### src/rtl/wb_buttons_leds_irq.sv
// rtl/wb_buttons_leds_irq.sv - Wishbone LED/button peripheral with debounce, sticky press events and level irq
module wb_buttons_leds_irq #(
    parameter logic [31:0] BASE_ADDRESS    = 32'h0300_0000,
    parameter int          NUM_LEDS        = 8,
    parameter int          NUM_BUTTONS     = 3,
    parameter int          DEBOUNCE_CYCLES = 16
) (
    input  logic                   clk,
    input  logic                   reset_n,
    input  logic                   i_wb_cyc,
    input  logic                   i_wb_stb,
    input  logic                   i_wb_we,
    input  logic [31:0]            i_wb_addr,
    input  logic [31:0]            i_wb_data,
    output logic                   o_wb_ack,
    output logic                   o_wb_stall,
    output logic [31:0]            o_wb_data,
    input  logic [NUM_BUTTONS-1:0] buttons,
    output logic [NUM_LEDS-1:0]    leds,
    output logic                   irq
);

    localparam int               CNT_W    = $clog2(DEBOUNCE_CYCLES + 1);
    localparam logic [CNT_W-1:0] CNT_LAST = CNT_W'(DEBOUNCE_CYCLES - 1);

    localparam logic [31:0] ADDR_LED     = BASE_ADDRESS + 32'h00;
    localparam logic [31:0] ADDR_LED_SET = BASE_ADDRESS + 32'h04;
    localparam logic [31:0] ADDR_LED_CLR = BASE_ADDRESS + 32'h08;
    localparam logic [31:0] ADDR_LED_TOG = BASE_ADDRESS + 32'h0C;
    localparam logic [31:0] ADDR_BTN     = BASE_ADDRESS + 32'h10;
    localparam logic [31:0] ADDR_EVT     = BASE_ADDRESS + 32'h14;
    localparam logic [31:0] ADDR_IRQ_EN  = BASE_ADDRESS + 32'h18;

    logic [NUM_LEDS-1:0]    r_leds;
    logic                   r_ack;
    logic [31:0]            r_rdata;
    logic                   r_irq;
    logic [NUM_BUTTONS-1:0] r_sync1;
    logic [NUM_BUTTONS-1:0] r_sync2;
    logic [NUM_BUTTONS-1:0] r_deb;
    logic [CNT_W-1:0]       r_cnt [NUM_BUTTONS];
    logic [NUM_BUTTONS-1:0] r_evt;
    logic [NUM_BUTTONS-1:0] r_irq_en;

    logic                   w_access;
    logic                   w_wr;
    logic                   w_rd;
    logic                   w_hit_led;
    logic                   w_hit_set;
    logic                   w_hit_clr;
    logic                   w_hit_tog;
    logic                   w_hit_btn;
    logic                   w_hit_evt;
    logic                   w_hit_irq_en;
    logic                   w_mapped;
    logic [NUM_LEDS-1:0]    w_wdata_leds;
    logic [NUM_BUTTONS-1:0] w_wdata_btn;
    logic [NUM_LEDS-1:0]    w_leds_next;
    logic [NUM_BUTTONS-1:0] w_deb_next;
    logic [CNT_W-1:0]       w_cnt_next [NUM_BUTTONS];
    logic [NUM_BUTTONS-1:0] w_evt_clr;
    logic [NUM_BUTTONS-1:0] w_evt_rise;
    logic [NUM_BUTTONS-1:0] w_evt_next;
    logic [31:0]            w_rdata;
    logic                   w_unused;

    assign w_access     = i_wb_cyc & i_wb_stb;
    assign w_wr         = w_access & i_wb_we;
    assign w_rd         = w_access & ~i_wb_we;

    // Full 32-bit compare: aliases of the window elsewhere in the map stay silent.
    assign w_hit_led    = (i_wb_addr == ADDR_LED);
    assign w_hit_set    = (i_wb_addr == ADDR_LED_SET);
    assign w_hit_clr    = (i_wb_addr == ADDR_LED_CLR);
    assign w_hit_tog    = (i_wb_addr == ADDR_LED_TOG);
    assign w_hit_btn    = (i_wb_addr == ADDR_BTN);
    assign w_hit_evt    = (i_wb_addr == ADDR_EVT);
    assign w_hit_irq_en = (i_wb_addr == ADDR_IRQ_EN);
    assign w_mapped     = w_hit_led | w_hit_set | w_hit_clr | w_hit_tog |
                          w_hit_btn | w_hit_evt | w_hit_irq_en;

    assign w_wdata_leds = i_wb_data[NUM_LEDS-1:0];
    assign w_wdata_btn  = i_wb_data[NUM_BUTTONS-1:0];
    assign w_unused     = ^i_wb_data;

    always_comb begin
        w_leds_next = r_leds;
        if (w_wr) begin
            if (w_hit_led) w_leds_next = w_wdata_leds;
            if (w_hit_set) w_leds_next = r_leds | w_wdata_leds;
            if (w_hit_clr) w_leds_next = r_leds & ~w_wdata_leds;
            if (w_hit_tog) w_leds_next = r_leds ^ w_wdata_leds;
        end
    end

    // Counter runs only while the synchronised pin disagrees with the accepted level.
    always_comb begin
        w_deb_next = r_deb;
        for (int i = 0; i < NUM_BUTTONS; i++) begin
            w_cnt_next[i] = '0;
            if (r_sync2[i] != r_deb[i]) begin
                if (r_cnt[i] == CNT_LAST) begin
                    w_deb_next[i] = r_sync2[i];
                end else begin
                    w_cnt_next[i] = r_cnt[i] + CNT_W'(1);
                end
            end
        end
    end

    // A press landing on the same edge as a W1C must not be lost.
    assign w_evt_clr  = (w_wr && w_hit_evt) ? w_wdata_btn : '0;
    assign w_evt_rise = w_deb_next & ~r_deb;
    assign w_evt_next = (r_evt & ~w_evt_clr) | w_evt_rise;

    always_comb begin
        w_rdata = '0;
        if (w_hit_led)    w_rdata[NUM_LEDS-1:0]    = r_leds;
        if (w_hit_btn)    w_rdata[NUM_BUTTONS-1:0] = r_deb;
        if (w_hit_evt)    w_rdata[NUM_BUTTONS-1:0] = r_evt;
        if (w_hit_irq_en) w_rdata[NUM_BUTTONS-1:0] = r_irq_en;
    end

    always_ff @(posedge clk or negedge reset_n) begin
        if (!reset_n) begin
            r_leds   <= '0;
            r_ack    <= 1'b0;
            r_rdata  <= '0;
            r_irq    <= 1'b0;
            r_sync1  <= '0;
            r_sync2  <= '0;
            r_deb    <= '0;
            r_evt    <= '0;
            r_irq_en <= '0;
            for (int i = 0; i < NUM_BUTTONS; i++) begin
                r_cnt[i] <= '0;
            end
        end else begin
            r_sync1 <= buttons;
            r_sync2 <= r_sync1;
            r_deb   <= w_deb_next;
            for (int i = 0; i < NUM_BUTTONS; i++) begin
                r_cnt[i] <= w_cnt_next[i];
            end
            r_leds <= w_leds_next;
            r_evt  <= w_evt_next;
            if (w_wr && w_hit_irq_en) begin
                r_irq_en <= w_wdata_btn;
            end
            r_irq <= |(r_evt & r_irq_en);
            r_ack <= w_access & w_mapped;
            if (w_rd && w_mapped) begin
                r_rdata <= w_rdata;
            end
        end
    end

    assign o_wb_ack   = r_ack;
    assign o_wb_stall = 1'b0;
    assign o_wb_data  = r_rdata;
    assign leds       = r_leds;
    assign irq        = r_irq;

endmodule
### config.mk
export PLATFORM = sky130hd
export DESIGN_NAME = wb_buttons_leds_irq
export DESIGN_NICKNAME = d
export VERILOG_FILES = /design/src/rtl/wb_buttons_leds_irq.sv
export SDC_FILE = /design/constraint.sdc
export NUM_CORES = 1
export LEC_CHECK = 0
export ABC_AREA = 0
export CAP_MARGIN = 5
export CORE_MARGIN = 2
export CORE_UTILIZATION = 25
export DETAILED_ROUTE_END_ITERATION = 10
export SETUP_SLACK_MARGIN = 0.02
export SKIP_CTS_REPAIR_TIMING = 1
export SLEW_MARGIN = 20
export SYNTH_ARGS = -nofsm -noshare
export SYNTH_HDL_FRONTEND = slang
export SYNTH_SLANG_ARGS = --single-unit
### constraint.sdc
create_clock -name clk -period 1.7 [get_ports clk]
set_input_delay 0.255 -clock clk [delete_from_list [all_inputs] [get_ports clk]]
set_output_delay 0.255 -clock clk [all_outputs]
set_load 0.01 [all_outputs]
==> results of run 1 <==
[power breakdown]
| part | switching (W) | total (W) | internal (W) |
|---|---|---|---|
| clock network | 0.000413 | 0.00126 | 0.000847 |
| logic | 0.000178 | 0.000352 | 0.000174 |
| registers | 0.0000169 | 0.00118 | 0.00117 |
| total | 0.000608 | 0.00280 | 0.00219 |
[cell families after synthesis]
| group | count (synthesis) |
|---|---|
| simple gates | 96 |
| buf+inv | 51 |
| flops | 48 |
| compound gates | 43 |
| fa+ha+maj | 19 |
| mux | 17 |
| xor+xnor | 9 |
| other cells | 1 |
[how the worst max path moves through the flow]
stage               slack, ns      endpoint  depth (start not counted)
finish                   0.02       leds[3]                          7
global route            -0.06   r_irq_en[0]                          6
CTS                     -0.43  o_wb_data[6]                          6
detailed placement      -0.71  o_wb_data[6]                          6
global placement        -0.61  o_wb_data[6]                          6
floorplan               -0.10  o_wb_data[3]                          5
[final cells by class]
type                       count  area, um2
clock buffer                   5        125
clock inverter                 3       68.8
fill                        1128       7050
inverter                      19       71.3
multi-input combinational    209       1640
sequential                    48       1200
tap                          143        179
timing repair buffer         107        990
[cell usage in the layout, fill, tap and decap left out, types with 6 or more instances in the layout]
master	count
nand4_1	7
inv_1	19
mux2_4	6
dfrtp_1	48
clkdlybuf4s50_1	33
nor2_1	13
clkbuf_2	10
o21ai_1	8
ha_1	19
dlymetal6s2s_1	17
nand3_1	12
nor4_4	7
a22o_1	8
o21ai_0	10
nand2_1	17
conb_1	25
xor2_1	9
buf_4	39
mux2i_1	7
nand2b_1	8
[layer usage]
metal	track usage, %	routed length (um)	share of wire (%)	up-vias
met2	19.8	3510	49	63
met5	0	0	0	-
met1	14.9	3260	45	1146
met4	2.63	102	1.4	0
li1	-	-	-	1180
met3	2.34	299	4.2	10
[registers in the layout, summed over array words and instances, names as in the netlist]
register and flops:
r_cnt 15, o_wb_ack 1, o_wb_data 8, r_sync1 3, leds 8, r_deb 3, r_irq_en 3, r_sync2 3
r_evt 3, irq 1
[metrics by stage]
step | setup TNS (ns) | setup slack [ns] | utilization, %
4_1_cts | -6.40 | -0.427 | 37.0
5_1_grt | -0.364 | -0.0597 | 37.7
2_1_floorplan | -1.00 | -0.102 | -
3_5_place_dp | -12.86 | -0.710 | 35.3
3_3_place_gp | -11.94 | -0.613 | 35.3
6_report | 0 | 0.0187 | 37.7
[worst register-to-register path: stages, from the launching register on]
cell	delay, ns
dfrtp_1	0.37
ha_1	0.19
nand3_1	0.11
nor2_1	0.20
mux2_2	0.37
==> flow_summary.ini, run 1 <==
[synth]
synth.most_common_cell = dfrtp_1
yosys_warnings = 0
synth_top_family_by_area = simple AND/OR/NAND/NOR gates
yosys.area_share.simple_pct = 20.5
synthAdderAreaFrac_pct = 8.23
synth-edff-count = 0
ys.flop_type = dfrtp_1
synth_compound_area_share_pct = 10.4
synth_largest_area_cell = dfrtp_1
synth.top_cell.area_share_pct = 41.6
synth_xor_area_share_pct = 2.73
syn_area_mm2 = 0.00289
syn_inst = 284
synth.area.top_cells = dfrtp_1, ha_1, buf_4
syn_area_per_cell_um2 = 10.2
netlist_top_cells_count = dfrtp_1, buf_4, ha_1, inv_1, nand2_1
synth-seq-cells = 48
synthArstFlopShare_pct = 100
ys_seq_area_share_pct = 41.6
synth_mux_area_share_pct = 6.33
synth_cell_types = 41

[detailed_routing]
dr.first_iter.drc_count = 132
wl_mm = 7.17
dr.pass1.iters = 4
viasPerCell = 4.49
drc = 0
post_drt_wl_per_cell_um = 13.4
num_vias = 2399
antenna_left = 0

[clock_tree]
cts_tree = built
htreeDepth = 2
clkTransAtPathRegs_ns = 0.06
numCtsBuffers = 5
clk_latency_ns = 0.28
clock_path_buffers = 2
cts_root_buf = clkbuf_16
cts.sinks = 48

[floorplan]
die-area_mm2 = 0.0124
coreArea_mm2 = 0.0113
initial_core_util_pct = 25.5
die_h_um = 111
pin_count = 115
die_width_um = 111
fp-row-count = 39

[critical_path]
r2r_cells = 4
cpPeakStageDelay_ns = 0.52
rrSetupSlack_ns = 0.34
critPathMaxFanout = 7
start_kind = primary input
worst_ep_required_time_ns = 1.91
crit_top_cell = buf_4
critPathLaunch = i_wb_addr[3]
worst-setup-path-type = in2reg
r2r_start = r_cnt[5]
slowest_stage = clkdlybuf4s50_1
r2r_end = r_deb[1]
cpLargestDelayFamily = buffers and inverters
cp.arrival_ns = 1.89
end_kind = flip-flop
path_buf_inv = 3
path_cells = clkdlybuf4s50_1 -> buf_4 -> and2_0 -> buf_4 -> nand2_1 -> mux2_4 -> o21ai_1

[hold_path]
hp-start = r_sync1[2]
hold_path_end = r_sync2[2]
hold_path.class = reg2reg
whs_path_depth = 0

[sta]
finalHoldViolations = 0
rsz0062_at_grt = true
setup_viol = 0
whs_ns = 0.351
period_needed_ns = 1.68
timing.fmax_mhz = 595
period_share_pct = 98.9
drv_slew = 0
skew_ns = 0.00369

[power]
power.density_mw_per_mm2 = 654
p_leak_nw = 2.10
peakVddDrop_v = 0.000448
power.total_w = 0.00280

[global_routing]
grt_pass1_vias = 2409
grt_use_total_pct = 11.5
grt_overflow = 0
grt_max_degree = 49
grt_pass1_wl_mm = 11.7
antenna_found_initial = 0

[outcome]
status = finished, final reports clean

[finish]
final_area_mm2 = 0.00427
insertedDiodeCount = 0
post_layout_nonfiller_instances = 534
drive_gt1_share_pct = 24.3
syn_to_final_growth_pct = 48.0
layout.nets = 481

[flow_run]
max_cap_viol_count = 0

[placement]
gp_congestion = 0.834
dp_hpwl_mm = 5.77
place_area_mm2 = 0.00400
portBuffers = 65
placed_cells = 524
No activity file was read; power rests on OpenSTA's default activity.
==> run 2: changes to the inputs <==
ABC_AREA = unset   (was 0)
==> results of run 2 <==
Final layout, timing and power as in run 1 (identical DEF).
